## config.mk

```make
export PLATFORM = sky130hd
export DESIGN_NAME = multicycle_core_flat
export DESIGN_NICKNAME = d
export VERILOG_FILES = /design/src/rtl/multicycle_core_pkg.sv /design/src/rtl/multicycle_core_if.sv /design/src/rtl/multicycle_core_alu.sv /design/src/rtl/multicycle_core.sv /design/src/flat_wrapper.sv
export SDC_FILE = /design/constraint.sdc
export NUM_CORES = 2
export LEC_CHECK = 0
export ABC_AREA = 1
export BUFFER_PORTS_ARGS = -buffer_cell sky130_fd_sc_hd__buf_2
export CORE_UTILIZATION = 40
export CTS_CLUSTER_DIAMETER = 150
export DETAILED_ROUTE_END_ITERATION = 7
export MAX_ROUTING_LAYER = met4
export PLACE_DENSITY = 0.58
export SLEW_MARGIN = 40
export SYNTH_ARGS = -nofsm -noshare
export SYNTH_HDL_FRONTEND = slang
export SYNTH_SLANG_ARGS = --single-unit
```

## constraint.sdc

```tcl
create_clock -name clk -period 4.2 [get_ports clk]
set_input_delay 0.63 -clock clk [delete_from_list [all_inputs] [get_ports clk]]
set_output_delay 0.63 -clock clk [all_outputs]
set_load 0.01 [all_outputs]
```

## src/rtl/multicycle_core_pkg.sv

```systemverilog
// Shared types and constants for the multi-cycle RV32I-subset core.
package core_pkg;

    typedef enum logic [3:0] {
        ADD, SUB, SLL, SLT, SLTU, XOR, SRL, SRA, OR, AND
    } alu_op_t;

    typedef enum logic [1:0] {
        FETCH, EXEC, WB, HALT
    } state_t;

    localparam logic [6:0] OPC_OP     = 7'b0110011;
    localparam logic [6:0] OPC_OP_IMM = 7'b0010011;
    localparam logic [6:0] OPC_LUI    = 7'b0110111;
    localparam logic [6:0] OPC_BRANCH = 7'b1100011;

    // alt selects SUB on funct3 000 and SRA on funct3 101
    function automatic alu_op_t alu_from_f3(input logic [2:0] f3, input logic alt);
        case (f3)
            3'b000:  return alt ? SUB : ADD;
            3'b001:  return SLL;
            3'b010:  return SLT;
            3'b011:  return SLTU;
            3'b100:  return XOR;
            3'b101:  return alt ? SRA : SRL;
            3'b110:  return OR;
            default: return AND;
        endcase
    endfunction

endpackage

```

## src/rtl/multicycle_core_if.sv

```systemverilog
// Instruction-fetch bus between the core (master) and instruction memory (slave).
interface multicycle_core_if #(
    parameter int XLEN = 32
);
    logic            imem_req;
    logic [XLEN-1:0] imem_addr;
    logic            imem_valid;
    logic [31:0]     imem_rdata;

    modport master (output imem_req, imem_addr, input imem_valid, imem_rdata);
    modport slave  (input imem_req, imem_addr, output imem_valid, imem_rdata);
endinterface

```

## src/rtl/multicycle_core_alu.sv

```systemverilog
// Combinational integer ALU; shifts use the low log2(XLEN) bits of b.
module core_alu
    import core_pkg::*;
#(
    parameter int XLEN = 32
) (
    input  logic [XLEN-1:0] a,
    input  logic [XLEN-1:0] b,
    input  alu_op_t         alu_op,
    output logic [XLEN-1:0] result
);
    localparam int SW = $clog2(XLEN);

    logic [SW-1:0] shamt;
    assign shamt = b[SW-1:0];

    always_comb begin
        result = '0;
        case (alu_op)
            ADD:     result = a + b;
            SUB:     result = a - b;
            SLL:     result = a << shamt;
            SLT:     result = {{(XLEN-1){1'b0}}, $signed(a) < $signed(b)};
            SLTU:    result = {{(XLEN-1){1'b0}}, a < b};
            XOR:     result = a ^ b;
            SRL:     result = a >> shamt;
            SRA:     result = $unsigned($signed(a) >>> shamt);
            OR:      result = a | b;
            AND:     result = a & b;
            default: result = '0;
        endcase
    end
endmodule

```

## src/rtl/multicycle_core.sv

```systemverilog
// Multi-cycle FETCH/EXEC/WB core with trace port; halts on illegal instructions.
// Define MULTICYCLE_CORE_BRANCH_EN to build BEQ/BNE support.
module multicycle_core
    import core_pkg::*;
#(
    parameter int              XLEN     = 32,
    parameter int              NREGS    = 32,
    parameter logic [XLEN-1:0] RESET_PC = '0
) (
    input  logic                clk,
    input  logic                reset,
    multicycle_core_if.master   imem,
    output logic                retire_valid,
    output logic [XLEN-1:0]     retire_pc,
    output logic [4:0]          retire_rd,
    output logic [XLEN-1:0]     retire_data,
    output logic                halted
);
    localparam int RW = $clog2(NREGS);

    state_t          state_q, state_d;
    logic [XLEN-1:0] pc_q, next_pc_q, result_q;
    logic [31:0]     ir_q;
    logic [4:0]      rd_q;
    logic [XLEN-1:0] regs_q [NREGS];

    logic [6:0]      opcode, f7;
    logic [2:0]      f3;
    logic [4:0]      rd, rs1, rs2;
    logic [XLEN-1:0] rs1_val, rs2_val, imm_i, imm_u, op_a, op_b, alu_res, next_pc;
    logic            illegal, writes, use_rs1, use_rs2, wr_en, is_lui;
    alu_op_t         alu_op;

    assign opcode  = ir_q[6:0];
    assign rd      = ir_q[11:7];
    assign f3      = ir_q[14:12];
    assign rs1     = ir_q[19:15];
    assign rs2     = ir_q[24:20];
    assign f7      = ir_q[31:25];
    assign imm_i   = XLEN'($signed(ir_q[31:20]));
    assign imm_u   = XLEN'($signed({ir_q[31:12], 12'b0}));
    assign rs1_val = regs_q[rs1[RW-1:0]];
    assign rs2_val = regs_q[rs2[RW-1:0]];

    always_comb begin
        illegal = 1'b1;
        writes  = 1'b0;
        use_rs1 = 1'b0;
        use_rs2 = 1'b0;
        is_lui  = 1'b0;
        alu_op  = ADD;
        case (opcode)
            OPC_OP: begin
                use_rs1 = 1'b1;
                use_rs2 = 1'b1;
                writes  = 1'b1;
                illegal = !(f7 == 7'b0000000 ||
                            (f7 == 7'b0100000 && (f3 == 3'b000 || f3 == 3'b101)));
                alu_op  = alu_from_f3(f3, f7[5]);
            end
            OPC_OP_IMM: begin
                use_rs1 = 1'b1;
                writes  = 1'b1;
                illegal = 1'b0;
                if (f3 == 3'b001) illegal = (f7 != 7'b0000000);
                if (f3 == 3'b101) illegal = !(f7 == 7'b0000000 || f7 == 7'b0100000);
                // funct7 only distinguishes SRAI; ADDI's upper immediate must not select SUB
                alu_op  = alu_from_f3(f3, (f3 == 3'b101) && f7[5]);
            end
            OPC_LUI: begin
                writes  = 1'b1;
                is_lui  = 1'b1;
                illegal = 1'b0;
            end
`ifdef MULTICYCLE_CORE_BRANCH_EN
            OPC_BRANCH: begin
                use_rs1 = 1'b1;
                use_rs2 = 1'b1;
                illegal = (f3[2:1] != 2'b00);
            end
`endif
            default: illegal = 1'b1;
        endcase
        if ((use_rs1 && 32'(rs1) >= NREGS) || (use_rs2 && 32'(rs2) >= NREGS) ||
            (writes && 32'(rd) >= NREGS))
            illegal = 1'b1;
    end

    assign wr_en = writes && (rd != 5'd0);
    assign op_a  = is_lui ? '0 : rs1_val;
    assign op_b  = use_rs2 ? rs2_val : (is_lui ? imm_u : imm_i);

    core_alu #(.XLEN(XLEN)) u_alu (
        .a      (op_a),
        .b      (op_b),
        .alu_op (alu_op),
        .result (alu_res)
    );

`ifdef MULTICYCLE_CORE_BRANCH_EN
    logic [XLEN-1:0] imm_b;
    logic            br_taken;
    assign imm_b    = XLEN'($signed({ir_q[31], ir_q[7], ir_q[30:25], ir_q[11:8], 1'b0}));
    assign br_taken = (opcode == OPC_BRANCH) && ((rs1_val == rs2_val) != f3[0]);
    assign next_pc  = br_taken ? ((pc_q + imm_b) & ~XLEN'(3)) : (pc_q + XLEN'(4));
`else
    assign next_pc  = pc_q + XLEN'(4);
`endif

    always_ff @(posedge clk) begin
        if (reset) state_q <= FETCH;
        else       state_q <= state_d;
    end

    always_comb begin
        state_d = state_q;
        case (state_q)
            FETCH:   if (imem.imem_valid) state_d = EXEC;
            EXEC:    state_d = illegal ? HALT : WB;
            WB:      state_d = FETCH;
            default: state_d = HALT;
        endcase
    end

    always_comb begin
        imem.imem_req  = (state_q == FETCH) && !reset;
        imem.imem_addr = pc_q;
        retire_valid   = (state_q == WB);
        retire_pc      = (state_q == WB) ? pc_q : '0;
        retire_rd      = (state_q == WB) ? rd_q : 5'd0;
        retire_data    = (state_q == WB) ? result_q : '0;
        halted         = (state_q == HALT);
    end

    always_ff @(posedge clk) begin
        if (reset) begin
            pc_q      <= RESET_PC;
            next_pc_q <= '0;
            result_q  <= '0;
            ir_q      <= '0;
            rd_q      <= 5'd0;
            for (int i = 0; i < NREGS; i++) regs_q[i] <= '0;
        end else begin
            case (state_q)
                FETCH: if (imem.imem_valid) ir_q <= imem.imem_rdata;
                EXEC: begin
                    result_q  <= wr_en ? alu_res : '0;
                    rd_q      <= wr_en ? rd : 5'd0;
                    next_pc_q <= next_pc;
                end
                WB: begin
                    pc_q <= next_pc_q;
                    // rd_q is nonzero only for a legal write, so x0 stays zero
                    if (rd_q != 5'd0) regs_q[rd_q[RW-1:0]] <= result_q;
                end
                default: ;
            endcase
        end
    end
endmodule

```

## src/flat_wrapper.sv

```systemverilog
// flat-port wrapper written by rule: the top's interface ports become plain ports
module multicycle_core_flat import core_pkg::*;
#(
    parameter int              XLEN     = 32,
    parameter int              NREGS    = 32,
    parameter logic [XLEN-1:0] RESET_PC = '0
)
  (clk, reset, retire_valid, retire_pc, retire_rd, retire_data, halted, imem_imem_req, imem_imem_addr, imem_imem_valid, imem_imem_rdata);
  multicycle_core_if #(.XLEN(XLEN)) imem_i ();
  input  logic clk;
  input  logic reset;
  output logic retire_valid;
  output logic [XLEN-1:0] retire_pc;
  output logic [4:0] retire_rd;
  output logic [XLEN-1:0] retire_data;
  output logic halted;
  output wire logic [$bits(imem_i.imem_req)-1:0] imem_imem_req;
  output wire logic [$bits(imem_i.imem_addr)-1:0] imem_imem_addr;
  input wire logic [$bits(imem_i.imem_valid)-1:0] imem_imem_valid;
  input wire logic [$bits(imem_i.imem_rdata)-1:0] imem_imem_rdata;
  assign imem_imem_req = imem_i.imem_req;
  assign imem_imem_addr = imem_i.imem_addr;
  assign imem_i.imem_valid = imem_imem_valid;
  assign imem_i.imem_rdata = imem_imem_rdata;
  multicycle_core #(.XLEN(XLEN), .NREGS(NREGS), .RESET_PC(RESET_PC)) u_core (.clk(clk), .reset(reset), .imem(imem_i), .retire_valid(retire_valid), .retire_pc(retire_pc), .retire_rd(retire_rd), .retire_data(retire_data), .halted(halted));
endmodule
```

---- Word level (Yosys, flattened, before mapping) ----
Memories as Yosys holds them, arrays and structs flattened. A register that Yosys moved wholly into a read port is not among the register bits.
Cells that the tools add are included.
word-level totals
  word-level logic and storage cells ...... 99
  bits in writable memories ............... 1024
  input bits .............................. 35
  bits in registers ....................... 135
  memories ................................ 1
  output and inout port bits .............. 104
cells by class
  reduce and logical (&&, ||, !) cells .... 20
  add/subtract/negate cells ............... 3
  muxes and demuxes ....................... 38
  equality and inequality tests ........... 23
  bitwise logic cells ..................... 3
  shift-type cells ........................ 3
  magnitude comparators ................... 2
memory list
  name           words  width  rd ports  clocked after memory_dff  wr ports  line                   source
  u_core.regs_q  32     32     2         2                         32        multicycle_core.sv:25  logic [XLEN-1:0] regs_q [NREGS];
operators by type and width
  kind                                            number
  case mux 32 bit (10 select lines)               1
  two-way mux 32 bit                              6
  less-than comparator 32 bit                     2
  case mux 4 bit (7 select lines)                 2
  two-way mux 5 bit                               7
  adder 32 x 3 -> 32 bit (second input constant)  1
  adder 32 bit                                    1
  AND 32 bit                                      1
  OR 32 bit                                       1
  OR reduction 32 bit                             1
  << shifter 32 x 5 -> 32 bit                     1
  right shift 32 x 5 -> 32 bit                    1
  >>> shifter 32 x 5 -> 32 bit                    1
  subtractor 32 bit                               1
  bitwise XOR 32 bit                              1
  two-way mux 31 bit                              1
  == test 7 x 6 -> 1 bit (second input constant)  3
  two-way mux 1 bit                               17
  == test 4 x 3 -> 1 bit (second input constant)  4
  nonzero test 5 bit                              2
  == test 3 bit (second input constant)           3
  == test 4 x 2 -> 1 bit (second input constant)  2
  == test 4 bit (second input constant)           2
  case mux 4 bit (2 select lines)                 1
  other kinds (20)                                29

---- Longest topological paths before layout ----
  depth in word-level cells ............... 8
  gate-level depth with buffers ........... 34
  depth with buffers taken out ............ 29

---- Hierarchy ----
A second synthesis with hierarchy kept.
second synthesis, totals
  cells, all modules ...................... 10375
  area, all modules ....................... 73829.6 um^2
by module, submodules not included
  module           times used  cells each  sequential area each (um^2)  area each (um^2)
  multicycle_core  1           8299        33652.3                      63741.1
  core_alu         1           2076        0.0                          10088.4

---- Least setup slack after synthesis ----
OpenSTA, ideal clock, no wires.
  path kind ............................... register -> register
  start point ............................. register with a tool-made name
  end point ............................... register u_core.result_q[30]
  path slack .............................. -0.188 ns
  clock period less this slack ............ 4.388 ns
  path buffers ............................ 8
  arrival time ............................ 4.256 ns
  data required time ...................... 4.068 ns
  library setup time ...................... 0.132 ns
  cell stages (with the launch flop) ...... 32
  path through ............................ dfxtp_1 buf_6 buf_4 buf_4 buf_4 buf_2 buf_2 clkbuf_1 nor2_1 o221ai_1 nand3_1 nand3_1 nand3_1 o31ai_1 inv_1 ha_1 buf_2 a21oi_1 o21ai_0 a21oi_1 o21ai_0 a21oi_1 inv_1 nand2_1 nand2_1 a21oi_1 o21ai_0 or2_2 nand3_1 nand2_1 nand2_1 a21oi_1
RTL lines
  item                  line                    source
  end signal, assigned  multicycle_core.sv:147  result_q <= wr_en ? alu_res : '0;
  end, declared         multicycle_core.sv:22   logic [XLEN-1:0] pc_q, next_pc_q, result_q;

==> flow_metrics.py <==
metrics = {
    "run_status": {
        "violations": "setup timing",
        "status": "finished with violations",
    },
    "worst_setup_path": {
        "path_delay_family": "buffers and inverters",
        "worstPathCellList": "buf_6 > buf_12 > buf_16 > bufbuf_16 > o21ai_0 > o22ai_1 > o211ai_1 > nand3_1 > nand3_1 > buf_4 > nand3_1 > inv_1 > ha_1 > inv_2 > o21ai_0 > buf_4 > a221oi_4 > nand3_1 > nand2_1 > nor2_1 > nor2_1 > nand4_1 > nand2_1 > a21oi_1",
        "cp_num_cells": 24,
        "rr_worst_depth": 24,
        "worstPathRequired_ns": 4.87,
        "critical_path_class": "flip-flop to flip-flop",
        "cp_common_cell": "nand3_1",
        "crit_end": "u_core.result_q[31]",
        "slowest_delay_ns": 0.43,
        "crit_fanout": 13,
        "ff2ff_setup_slack_ns": -0.32,
        "cp-start-kind": "flip-flop",
        "crit_buf_inv": 8,
        "cp_slowest_cell": "o211ai_1",
        "r2r_end": "u_core.result_q[31]",
        "end_kind": "flip-flop",
        "worstPathArrival_ns": 5.19,
    },
    "route": {
        "vias": 75910,
        "drc": 0,
        "drt_wl_total_um": 354300,
        "antenna_left": 0,
        "drtIter0Drc": 11740,
        "via_per_inst": 6.118,
        "post_drt_wl_per_cell_um": 28.55,
        "dr.pass1.iters": 6,
    },
    "placed_design": {
        "io_buffers": 138,
        "dp_hpwl_um": 231300,
        "gp_congestion": 1.063,
    },
    "logic_synthesis": {
        "ys_top_cells_by_count": "nand2_1 (1,957), nor2_1 (1,836), nand3_1 (1,430)",
        "ys_types": 58,
        "synth_edf_count": 1024,
        "synthFlopType": "edfxtp_1",
        "async_flop_share_pct": 0,
        "synth_top_area_share_pct": 43.48,
        "synth_area_leaders": "edfxtp_1 (43%), nand2_1 (10%), nand3_1 (10%)",
        "seq_area_frac_synth_pct": 47.58,
        "syn_area_um2": 70720,
        "avgSynthCellArea_um2": 7.726,
        "postSynthCellCount": 9154,
        "yosysTopAreaCell": "edfxtp_1",
        "synth_warnings": 0,
        "synth_most_common_cell": "nand2_1",
        "ys_seq_elements": 1169,
    },
    "grt": {
        "track_usage_pct": 39.46,
        "grt_pass1_vias": 70340,
        "antenna_found_initial": 10,
        "grt_pass1_wl_um": 498500,
        "grt.overflow.total": 0,
        "grt_max_degree": 133,
    },
    "sta": {
        "finalSetupTns_ns": -5.378,
        "max_slew_margin_pct": 39.87,
        "slew_violations": 0,
        "finalClockSkew_ns": 0.03416,
        "tightest_slew_ns": 0.9019,
        "final-setup-viol-count": 29,
        "fin_ws_ns": -0.3227,
        "rsz0062_at_grt": "true",
        "hold_viol": 0,
        "min_period_over_period_pct": 107.7,
        "fin_crit_ns": 4.523,
        "fmax_mhz": 221.1,
    },
    "clock_network": {
        "cts_tree": "yes",
        "htree_levels": 4,
        "clockBufferDepth": 3,
        "worstSkewPairLatency_ns": 0.81,
        "numCtsBuffers": 141,
        "clkTransAtPathRegs_ns": 0.06,
        "ctsRootBufferMaster": "clkbuf_16",
        "ctsHoldBuffers": 0,
        "clock-sinks": 1169,
    },
    "die": {
        "die_y_um": 422.5,
        "start_util_pct": 40.46,
        "core_area_um2": 174800,
        "die_w_um": 422.5,
        "die-area_um2": 178500,
        "fp-row-count": 153,
        "io_pins": 139,
    },
    "layout": {
        "regArea_um2": 33680,
        "final_nets": 10100,
        "area_growth_pct": 29.37,
        "drive_above_1_share_pct": 22.80,
        "fill_cells": 16240,
        "multi_input_area_um2": 35260,
    },
    "power_and_ir_drop": {
        "p_comb_share_pct": 33.7,
        "switching_share_pct": 34.67,
        "peakVddDrop_uv": 394.6,
        "pwr-share-seq_pct": 33.8,
        "p_int_w": 0.02578,
        "power_w": 0.03946,
        "leakage_nw": 36.26,
        "p_switching_w": 0.01368,
        "power_density_nw_per_um2": 431.3,
        "pwr-share-clk_pct": 32.5,
    },
    "hold_path": {
        "hold_path_class": "input port to flip-flop",
    },
    "flow_run": {
        "maxCapViolCount": 0,
    },
}
## cell usage in the layout (no fill, tap or decap), types with 137 or more instances in the layout
cell type  synthesis  final
buf_4             51    970
nand3_1         1430   1292
nand2_1         1957   1841
inv_1            329    280
edfxtp_1        1024   1024
o21ai_0          657    570
buf_2            206    137
o221ai_1         183    180
a21oi_1          225    159
nor2_1          1836   1785
clkbuf_16          0    153
buf_12             1    141
## routing by layer
metal	share of wire [%]	vias to the layer above	GRT usage, %	routed length, µm
met3	13	1099	9.474	45040
met2	42	5596	55.99	148600
met4	6.9	0	22.38	24610
li1	-	32800	-	-
met5	0	-	-	0
met1	38	36420	51.28	136000
## cell families after synthesis
group | share of synthesized area, %
AO/OA/AOI/OAI | 11.01
XOR/XNOR | 0.5201
adder cells (fa/ha/maj) | 1.826
buffers and inverters | 7.236
flip-flops | 47.58
other | 0.005302
AND/OR/NAND/NOR | 31.82
## through the flow
| stage | utilization (%) | hold slack, ns | worst slack (ns) | cell area (µm²) | instances |
|---|---|---|---|---|---|
| 2_1_floorplan | - | 0.4355 | 0.008621 | 70910 | 9185 |
| 3_3_place_gp | 46.30 | 0.4513 | -1.102 | 80930 | 11990 |
| 3_5_place_dp | 46.31 | 0.4587 | -1.163 | 80940 | 11990 |
| 4_1_cts | 51.51 | 0.02053 | -0.2026 | 90040 | 12370 |
| 5_1_grt | 52.35 | 0.07089 | -0.4633 | 91490 | 12410 |
| 6_report | 52.35 | 0.06593 | -0.3227 | 91490 | 12410 |
## flip-flops by register name, indices dropped and copies added, names as in the netlist, named ones only
signal                 cells
u_core.next_pc_q          32
u_core.imem.imem_addr     32
u_core.rd_q                5
u_core.state_q             2
u_core.regs_q           1024
u_core.ir_q               32
u_core.result_q           32
## final cells by class
type	count	share of cell area, %
repair buffers	1412	14.62
diodes	4	0.01094
well taps	2325	3.180
clock inverters	88	1.050
flip-flops and latches	1169	36.82
multi-input cells	6881	38.54
repair inverters	4	0.06701
clock buffers	168	4.140
inverters	356	1.577
## worst min-delay path: stages
cell	delay (ns)
buf_2	0.07
nor2_1	0.04
nor2_1	0.08
## power groups by stage
stage / logic, W / clock network, W / registers (W)
5_1_grt: 0.0139 / 0.0133 / 0.0134
6_report: 0.0133 / 0.0128 / 0.0133
2_1_floorplan: 0.00518 / 0 / 0.0135
3_5_place_dp: 0.0106 / 0 / 0.0136
4_1_cts: 0.0122 / 0.0129 / 0.0133
3_3_place_gp: 0.0106 / 0 / 0.0135
## timing repair
action                     CTS  global route
gates resized for setup    672           268
hold endpoints to repair     0             0
gates cloned                27             6
pin swaps                  250           164
buffers inserted           109            40
setup endpoints to repair   31            32
## worst min path at each step
stage / startpoint / to / slack [ns] / cells past startpoint
6_report: imem_imem_rdata[0] / u_core.ir_q[0] / 0.07 / 3
5_1_grt: imem_imem_rdata[3] / u_core.ir_q[3] / 0.07 / 3
4_1_cts: imem_imem_rdata[10] / u_core.ir_q[10] / 0.02 / 3
3_5_place_dp: u_core.result_q[19] / u_core.result_q[19] / 0.46 / 2
3_3_place_gp: u_core.result_q[22] / u_core.result_q[22] / 0.45 / 2
2_1_floorplan: u_core.ir_q[4] / u_core.ir_q[4] / 0.44 / 2
Power figures use the tool's default switching activity.
